**src/rtl/pwm_tone_sequencer.sv**
```systemverilog
// Collision sound sequencer: a good or bad collision event starts a short
// ascending or descending run of notes. Each note lasts NOTE_TICKS enabled
// cycles. The current note index drives an external period lookup, and the
// returned period drives a PWM generator whose duty cycle is set by volume.
module pwm_tone_sequencer #(
  parameter int CNT_W      = 19,
  parameter int NOTE_W     = 6,
  parameter int SEQ_LEN    = 4,
  parameter int NOTE_TICKS = 2500000,
  parameter int GOOD_BASE  = 12,
  parameter int BAD_BASE   = 20
) (
  input  logic              clk,
  input  logic              nrst,
  input  logic              enable,
  input  logic              good_collision,
  input  logic              bad_collision,
  input  logic [1:0]        volume,
  input  logic [CNT_W-1:0]  period_in,
  output logic [NOTE_W-1:0] note_idx,
  output logic              busy,
  output logic              out
);

  localparam int STEP_W = (SEQ_LEN > 1) ? $clog2(SEQ_LEN) : 1;
  localparam int DUR_W  = $clog2(NOTE_TICKS);

  localparam logic [STEP_W-1:0] STEP_LAST = STEP_W'(SEQ_LEN - 1);
  localparam logic [DUR_W-1:0]  DUR_LAST  = DUR_W'(NOTE_TICKS - 1);
  localparam logic [NOTE_W-1:0] GOOD_NOTE = NOTE_W'(GOOD_BASE);
  localparam logic [NOTE_W-1:0] BAD_NOTE  = NOTE_W'(BAD_BASE);

  typedef enum logic [1:0] {
    IDLE      = 2'd0,
    PLAY_GOOD = 2'd1,
    PLAY_BAD  = 2'd2
  } state_t;

  state_t              state_q, state_d;
  logic [STEP_W-1:0]   step_q, step_d;
  logic [DUR_W-1:0]    dur_cnt_q, dur_cnt_d;
  logic [CNT_W-1:0]    pwm_cnt_q, pwm_cnt_d;
  logic                out_q, out_d;
  logic                busy_q;

  logic                playing;
  logic                event_hit;
  logic [CNT_W-1:0]    duty;

  assign playing   = (state_q != IDLE);
  assign event_hit = enable && (good_collision || bad_collision);

  // Quieter volume settings halve the high time once more per step.
  assign duty = period_in >> ({1'b0, volume} + 3'd1);

  // Note index offered to the period lookup, wrapping modulo 2^NOTE_W.
  always_comb begin
    note_idx = '0;
    case (state_q)
      PLAY_GOOD: note_idx = GOOD_NOTE + NOTE_W'(step_q);
      PLAY_BAD:  note_idx = BAD_NOTE - NOTE_W'(step_q);
      default:   note_idx = '0;
    endcase
  end

  // Next-state logic: events restart playback from any state; otherwise the
  // note timer and PWM counter advance only while enabled and playing.
  always_comb begin
    state_d   = state_q;
    step_d    = step_q;
    dur_cnt_d = dur_cnt_q;
    pwm_cnt_d = pwm_cnt_q;
    if (event_hit) begin
      state_d   = bad_collision ? PLAY_BAD : PLAY_GOOD;
      step_d    = '0;
      dur_cnt_d = '0;
      pwm_cnt_d = '0;
    end else if (enable && playing) begin
      if (dur_cnt_q == DUR_LAST) begin
        dur_cnt_d = '0;
        pwm_cnt_d = '0;
        if (step_q == STEP_LAST) begin
          state_d = IDLE;
          step_d  = '0;
        end else begin
          step_d = step_q + STEP_W'(1);
        end
      end else begin
        dur_cnt_d = dur_cnt_q + DUR_W'(1);
        // A rest or a period that shrank below the counter both restart at 0.
        if ((period_in == '0) || (pwm_cnt_q >= period_in - CNT_W'(1))) begin
          pwm_cnt_d = '0;
        end else begin
          pwm_cnt_d = pwm_cnt_q + CNT_W'(1);
        end
      end
    end
    out_d = enable && playing && (period_in != '0) && (volume != 2'd3) &&
            (pwm_cnt_q < duty);
  end

  // State register with registered busy and audio outputs.
  always_ff @(posedge clk or negedge nrst) begin
    if (!nrst) begin
      state_q   <= IDLE;
      step_q    <= '0;
      dur_cnt_q <= '0;
      pwm_cnt_q <= '0;
      out_q     <= 1'b0;
      busy_q    <= 1'b0;
    end else begin
      state_q   <= state_d;
      step_q    <= step_d;
      dur_cnt_q <= dur_cnt_d;
      pwm_cnt_q <= pwm_cnt_d;
      out_q     <= out_d;
      busy_q    <= (state_d != IDLE);
    end
  end

  assign busy = busy_q;
  assign out  = out_q;

endmodule

```
**config.mk**
```make
export PLATFORM = sky130hd
export DESIGN_NAME = pwm_tone_sequencer
export DESIGN_NICKNAME = d
export VERILOG_FILES = /design/src/rtl/pwm_tone_sequencer.sv
export SDC_FILE = /design/constraint.sdc
export NUM_CORES = 1
export LEC_CHECK = 0
export ABC_CLOCK_PERIOD_IN_PS = 2400
export BUFFER_PORTS_ARGS = -buffer_cell sky130_fd_sc_hd__buf_2
export CORE_MARGIN = 10
export CORE_UTILIZATION = 40
export CTS_BUF_LIST = sky130_fd_sc_hd__clkbuf_8
export DETAILED_ROUTE_END_ITERATION = 8
export PLACE_DENSITY = 0.61
export SLEW_MARGIN = 5
export SYNTH_ARGS = -nofsm -noshare
export SYNTH_HDL_FRONTEND = slang
export SYNTH_SLANG_ARGS = --single-unit
```
**constraint.sdc**
```tcl
create_clock -name clk -period 2.4 [get_ports clk]
set_input_delay 0.48 -clock clk [delete_from_list [all_inputs] [get_ports clk]]
set_output_delay 0.48 -clock clk [all_outputs]
set_load 0.05 [all_outputs]
```
### Word-level counts from Yosys, hierarchy flattened

Index checks and enable logic that the tools add are counted.

| word-level totals | value |
|---|---|
| word-level logic and storage cells | 52 |
| register bits after elaboration | 47 |
| input bits | 26 |
| output and inout bits | 8 |

| cells by class | value |
|---|---|
| $add $sub $neg | 7 |
| multiplexer cells | 17 |
| shifts and indexed selects | 1 |
| reduce and logical (&&, ||, !) cells | 14 |
| magnitude comparators | 2 |
| equality and inequality tests | 5 |

Operator list:

| cell | number |
|---|---|
| $mux W19 | 4 |
| $mux W22 | 3 |
| $add A22 B1 Y22 const B | 1 |
| $eq A22 B22 Y1 const B | 1 |
| $add A19 B1 Y19 const B | 1 |
| $ge A19 B19 Y1 | 1 |
| $logic_not A19 Y1 | 1 |
| $lt A19 B19 Y1 | 1 |
| $reduce_bool A19 Y1 | 1 |
| $shr A19 B3 Y19 | 1 |
| $sub A19 B1 Y19 const B | 1 |
| $mux W2 | 9 |
| $pmux W6 S2 | 1 |
| $reduce_bool A2 Y1 | 4 |
| $sub A5 B2 Y6 const A | 1 |
| $add A4 B2 Y5 const A | 1 |
| $logic_and A1 B1 Y1 | 5 |
| $eq A2 B2 Y1 const B | 2 |
| $add A2 B1 Y3 const B | 1 |
| $add A2 B1 Y2 const B | 1 |
| $eq A2 B1 Y1 const B | 1 |
| $logic_or A1 B1 Y1 | 2 |
| $ne A2 B2 Y1 const B | 1 |
| $reduce_and A2 Y1 | 1 |

### Longest topological paths before layout

| logic depth | value |
|---|---|
| depth after elaboration | 7 |
| depth in mapped cells | 13 |
| mapped depth without buffers | 12 |

### Least setup slack after synthesis

Ideal clock, no wire load.

| path | value |
|---|---|
| path kind | input -> register |
| start point | input period_in[8] |
| end point | register pwm_cnt_q[1] |
| path buffers | 2 |
| library setup time | 0.122 ns |
| cell stages on the path | 11 |
| data arrival time | 3.578 ns |
| data required time | 2.278 ns |
| path slack | -1.299 ns |
| cells stage by stage | clkbuf_1 -> nor4_1 -> nand3_1 -> nor4_1 -> xnor2_1 -> ha_1 -> nand4_1 -> nor4_1 -> nand2_1 -> clkbuf_1 -> a32o_1 |

| between the ends | value |
|---|---|
| word-level cells in the longest chain between the ends | 7 |
| elaborated cells on any way between the ends | 8 |
| those cells by class | add/sub: 1; order compare: 1; mux: 4; reduce/logical: 2 |

Ends and longest elaborated chain:

| what | RTL line | RTL |
|---|---|---|
| start: declaration | 19 | `input logic [CNT_W-1:0] period_in,` |
| $sub A19 B1 Y19 | 91 | `if ((period_in == '0) \|\| (pwm_cnt_q >= period_in - CNT_W'(1))) begin` |
| $ge A19 B19 Y1 | 91 |  |
| $logic_or A1 B1 Y1 (*) | 91 |  |
| $mux W19 (*) | 91 |  |
| $mux W19 (*) | 79 | `if (dur_cnt_q == DUR_LAST) begin` |
| $mux W19 (*) | 78 | `end else if (enable && playing) begin` |
| $mux W19 (*) | 73 | `if (event_hit) begin` |
| end signal: assignment | 115 | `pwm_cnt_q <= pwm_cnt_d;` |
| end: declaration | 42 | `logic [CNT_W-1:0] pwm_cnt_q, pwm_cnt_d;` |

Mark *: on every way between the ends. The rest lies on a longest branch, timed or not. The select of a mux whose other input is x is not followed.
A chain may end at the register's enable or synchronous reset.

### Final worst setup path

| path | value |
|---|---|
| start point | input period_in[2] |
| end point | register pwm_cnt_q[14] |

The elaborated chain is that of the path after synthesis.

==> impl_summary.txt <==
----------------------------------------------------
[Status]
  Status ... finished, violations left
  Violations in the final reports ... negative setup slack

[STA]
  Final hold violations ... 0
  Final setup fails ... 19
  Post-route fraction of the period consumed by the critical path ... 1.22
  Achievable frequency ... 0.342 GHz
  Slew @ Worst Pin ... 0.651 ns
  RSZ-0062 raised after global routing ... true
  Final Max Tran Viols ... 0
  Aggregate negative setup slack ... -9.08 ns
  Fin worst setup slack ... -0.527 ns
  Time the worst path needs with I/O delays and setup ... 2.93 ns
  Slew headroom ... 0.566
  Final clock skew ... 0.0126 ns

[Final layout]
  Fin util ... 0.522
  Antenna fix cells ... 0
  Layout cells sized above 1 ... 0.279
  Layout Area Growth over Synthesis ... 28.2%
  Number of nets in the final layout ... 652

[Setup path]
  Cell count of the worst reg-to-reg path ... 7
  Data required, critical path ... roughly 2.6 ns
  Kind of cell adding the most delay to the critical path ... simple AND/OR/NAND/NOR gates
  Start of the worst register-to-register path ... state_q[0]$_DFF_PN0_
  Buffers plus inverters on the worst setup path ... 3
  R2r setup slk ... 0.13 ns
  Startpoint class of the critical path ... primary input
  Terminus of the critical flop-to-flop path ... dur_cnt_q[20]$_DFFE_PN0P_
  Master of the slowest instance on the critical path ... sky130_fd_sc_hd__a221o_1
  Largest fanout of any net on the critical path ... 14
  Signal arrival time at the worst endpoint ... 3.17 ns
  Critical Path End Type ... flop
  Cell-by-cell trace of the critical path ... buf_8, nor4_4, and2_4, nand3_4, nor2_4, xnor2_2, ha_1, a21o_1, a21o_1, a221o_1, nor4_4, buf_6, buf_12, a41oi_1, a31oi_1
  Slowest stage delay, CP ... 0.33 ns
  Critical Setup Path Class ... in2reg

[Logic synthesis]
  Number of enable flip-flop cells after synthesis ... 0
  Top cells by area in the synthesized netlist ... sky130_fd_sc_hd__dfrtp_1, sky130_fd_sc_hd__ha_1, sky130_fd_sc_hd__nor2_1
  Share of synthesized registers carrying an async set or reset ... 1.00
  Cell count after synthesis ... slightly below 500
  Combined area of all synthesized cells ... 4190 µm²
  Number of storage elements in the synthesis netlist ... 47
  Share of Yosys cell area claimed by the top area cell type ... 0.281
  Area leader, netlist ... sky130_fd_sc_hd__dfrtp_1
  Main flop type after synthesis ... sky130_fd_sc_hd__dfrtp_1
  Number of different library cells in the post-synthesis netlist ... 57
  Synthesized net count ... 560
  Seq/Total Area, Yosys ... 0.281
  Count of synthesis-stage warnings from yosys ... 0
  Most frequently used cell type in the post-synthesis netlist ... sky130_fd_sc_hd__dfrtp_1
  Top post-synthesis cells by count ... sky130_fd_sc_hd__dfrtp_1, sky130_fd_sc_hd__ha_1, sky130_fd_sc_hd__nor2_1, sky130_fd_sc_hd__nand2_1
  Average cell area after synthesis ... roughly 8.6 µm²

[Floorplan]
  Core Area ... 10300 µm²
  Die boundary height ... 122 µm
  I/O pins ... 34
  Starting density of the core ... 0.407
  Standard-cell rows ... 37
  Overall die area ... between 10000 and 15000 µm²
  Die X-Extent ... between 100 and 150 µm

[Route]
  Mean number of vias per cell ... 5.57
  First-iteration detailed-routing DRC count ... 260
  # DRC ... 0
  Avg WL per Cell ... 15.5 µm
  Drt first pass iters ... 5
  Routed Antenna Nets ... 0
  Total via count after detailed routing ... 3991
  Drt total wl ... 11100 µm

[Clock tree]
  Clock sink count ... 47
  CTS Hold Bufs ... 0
  H-tree level count ... 2
  Clock root cell ... sky130_fd_sc_hd__clkbuf_8
  Buffer depth of the longest clock path ... 2
  Number of buffers created by CTS ... 5
  Source-to-sink clock delay at the later pin of the worst-skew pair ... 0.32 ns
  TritonCTS clock tree ... built
  CTS clock-pin slew for the worst setup and hold paths ... about 0.1 ns

[Flow run]
  # Max-Cap Violations ... 0

[Place]
  Final RePlAce weighted congestion ... 0.874
  Number of input and output port buffers inserted ... 32
  Detailed Place HPWL ... 8830 µm
  Pre-CTS setup slack ... -0.941 ns

[Global route]
  Maximum number of pins on one net before global-route repair ... 28
  Number of global-route vias before repair ... 3802
  Total global routing overflow ... 0
  Overall global routing resource usage ... 0.149
  Global-route wire length before repair ... 18500 µm
  Initial antenna violation count ... 0

[Pwr]
  Clock network power share ... 0.249
  Peak supply drop ... approximately 270 µV
  Switching power total ... 788 µW
  Part of the total power dissipated in sequential elements ... 0.421
  Post-layout power ... 2.16 mW
  Total power density per cell area ... 402 nW/µm²
  Internal power summed over all cells ... 1.37 mW
  Static Leakage ... 2.45 nW
  Gate power share ... 0.329
  Switching part of the total ... 0.365

[Worst hold path]
  Type of the worst min-delay path ... in2async

----------------------------------------------------
## placed cells by master (no fill, tap or decap), types with 3 or more instances in the layout
cell type / count
sky130_fd_sc_hd__buf_4: 66
sky130_fd_sc_hd__dfrtp_1: 47
sky130_fd_sc_hd__ha_1: 45
sky130_fd_sc_hd__nor2_1: 41
sky130_fd_sc_hd__nand2_1: 37
sky130_fd_sc_hd__buf_2: 28
sky130_fd_sc_hd__a21oi_1: 27
sky130_fd_sc_hd__inv_1: 25
sky130_fd_sc_hd__nand3_1: 24
sky130_fd_sc_hd__a31oi_1: 22
sky130_fd_sc_hd__o21ai_0: 18
sky130_fd_sc_hd__xnor2_1: 16
sky130_fd_sc_hd__nand4_1: 15
sky130_fd_sc_hd__xor2_1: 14
sky130_fd_sc_hd__and3_1: 8
sky130_fd_sc_hd__nor2b_1: 7
sky130_fd_sc_hd__o21ai_1: 7
sky130_fd_sc_hd__a21o_1: 7
sky130_fd_sc_hd__buf_6: 7
sky130_fd_sc_hd__mux4_2: 6
sky130_fd_sc_hd__nor4_4: 5
sky130_fd_sc_hd__nor3_1: 5
sky130_fd_sc_hd__mux2i_1: 5
sky130_fd_sc_hd__a211oi_1: 5
sky130_fd_sc_hd__and2_1: 5
sky130_fd_sc_hd__nand3b_1: 5
sky130_fd_sc_hd__clkbuf_8: 5
sky130_fd_sc_hd__nand3_2: 4
sky130_fd_sc_hd__nor4_2: 4
sky130_fd_sc_hd__nor4_1: 3
sky130_fd_sc_hd__mux2_2: 3
sky130_fd_sc_hd__o211ai_1: 3
sky130_fd_sc_hd__nand2b_1: 3
sky130_fd_sc_hd__and4_1: 3
## power by group through the flow
stage / clock [mW] / sequential (mW) / combinational, mW
floorplan: 0 / 0.920 / 0.421
global placement: 0 / 0.919 / 0.651
detailed placement: 0 / 0.922 / 0.666
CTS: 0.549 / 0.907 / 0.693
global route: 0.580 / 0.920 / 0.794
finish: 0.538 / 0.909 / 0.711
## worst max-delay path by stage
stage	start	to	slack (ns)	cells past startpoint
after global placement	period_in[2]	pwm_cnt_q[14]$_DFFE_PN0P_	-0.85	14
after detailed placement	period_in[2]	pwm_cnt_q[4]$_DFFE_PN0P_	-0.94	15
final	period_in[2]	pwm_cnt_q[14]$_DFFE_PN0P_	-0.53	15
after CTS	period_in[2]	pwm_cnt_q[4]$_DFFE_PN0P_	-0.55	15
after floorplan	period_in[2]	pwm_cnt_q[5]$_DFFE_PN0P_	-0.81	13
after global routing	period_in[2]	pwm_cnt_q[14]$_DFFE_PN0P_	-0.67	15
## cells by family (layout without fill, tap and decap cells)
kind of cell / after synthesis / after routing / share of synthesized area
AO/OA/AOI/OAI: 111 / 111 / 0.173
XOR/XNOR: 32 / 32 / 0.0669
adder cells (fa/ha/maj): 46 / 46 / 0.137
buffers and inverters: 46 / 139 / 0.0484
flip-flops: 47 / 47 / 0.281
multiplexers: 15 / 15 / 0.0547
other: 1 / 1 / 0.000896
AND/OR/NAND/NOR: 190 / 190 / 0.237
## final cells by class
| type | count | area (µm²) |
|---|---|---|
| multi-input cells | 395 | 3040 |
| clock buffers | 5 | 68.8 |
| flip-flops and latches | 47 | 1180 |
| fillers | 974 | 4910 |
| repair buffers | 105 | 785 |
| inverters | 26 | 97.6 |
| well taps | 136 | 170 |
| clock inverters | 3 | 27.5 |
## what timing repair did
| item | in CTS | in global routing |
|---|---|---|
| cloned | 1 | 0 |
| endpoints found under the hold margin | 0 | 0 |
| buffers inserted | 1 | 1 |
| gates resized for setup | 14 | 32 |
| endpoints found under the setup margin | 19 | 22 |
| pin swaps | 3 | 9 |
## per-stage QoR
| stage | instance area [µm²] | std cells | hold WS [ns] |
|---|---|---|---|
| after floorplan | 4330 | 488 | 0.184 |
| after detailed placement | 5050 | 706 | 0.506 |
| after global routing | 5370 | 717 | 0.218 |
| after CTS | 5220 | 716 | 0.196 |
| after global placement | 5050 | 706 | 0.491 |
| final | 5370 | 717 | 0.174 |
## registers in the layout, indices dropped and copies added, names as in the netlist
signal / cells
out: 1
step_q: 2
busy: 1
dur_cnt_q: 22
pwm_cnt_q: 19
state_q: 2
## per-layer routing
layer  wire length (µm)  up-vias  GRT usage
li1                   -     1983          -
met1               5380     1904      0.208
met2               5310       92      0.239
met3                342       12     0.0156
met4                111        0     0.0434
met5                  0        -          0
## worst register-to-register path, delay by kind of cell, from the launching register on
family,cells,cell delay (ns)
buf+inv,1,0.09
flops,1,0.41
fa+ha+maj,1,0.22
simple gates,4,1.32
compound gates,1,0.14
No activity file was read; power rests on OpenSTA's default activity.
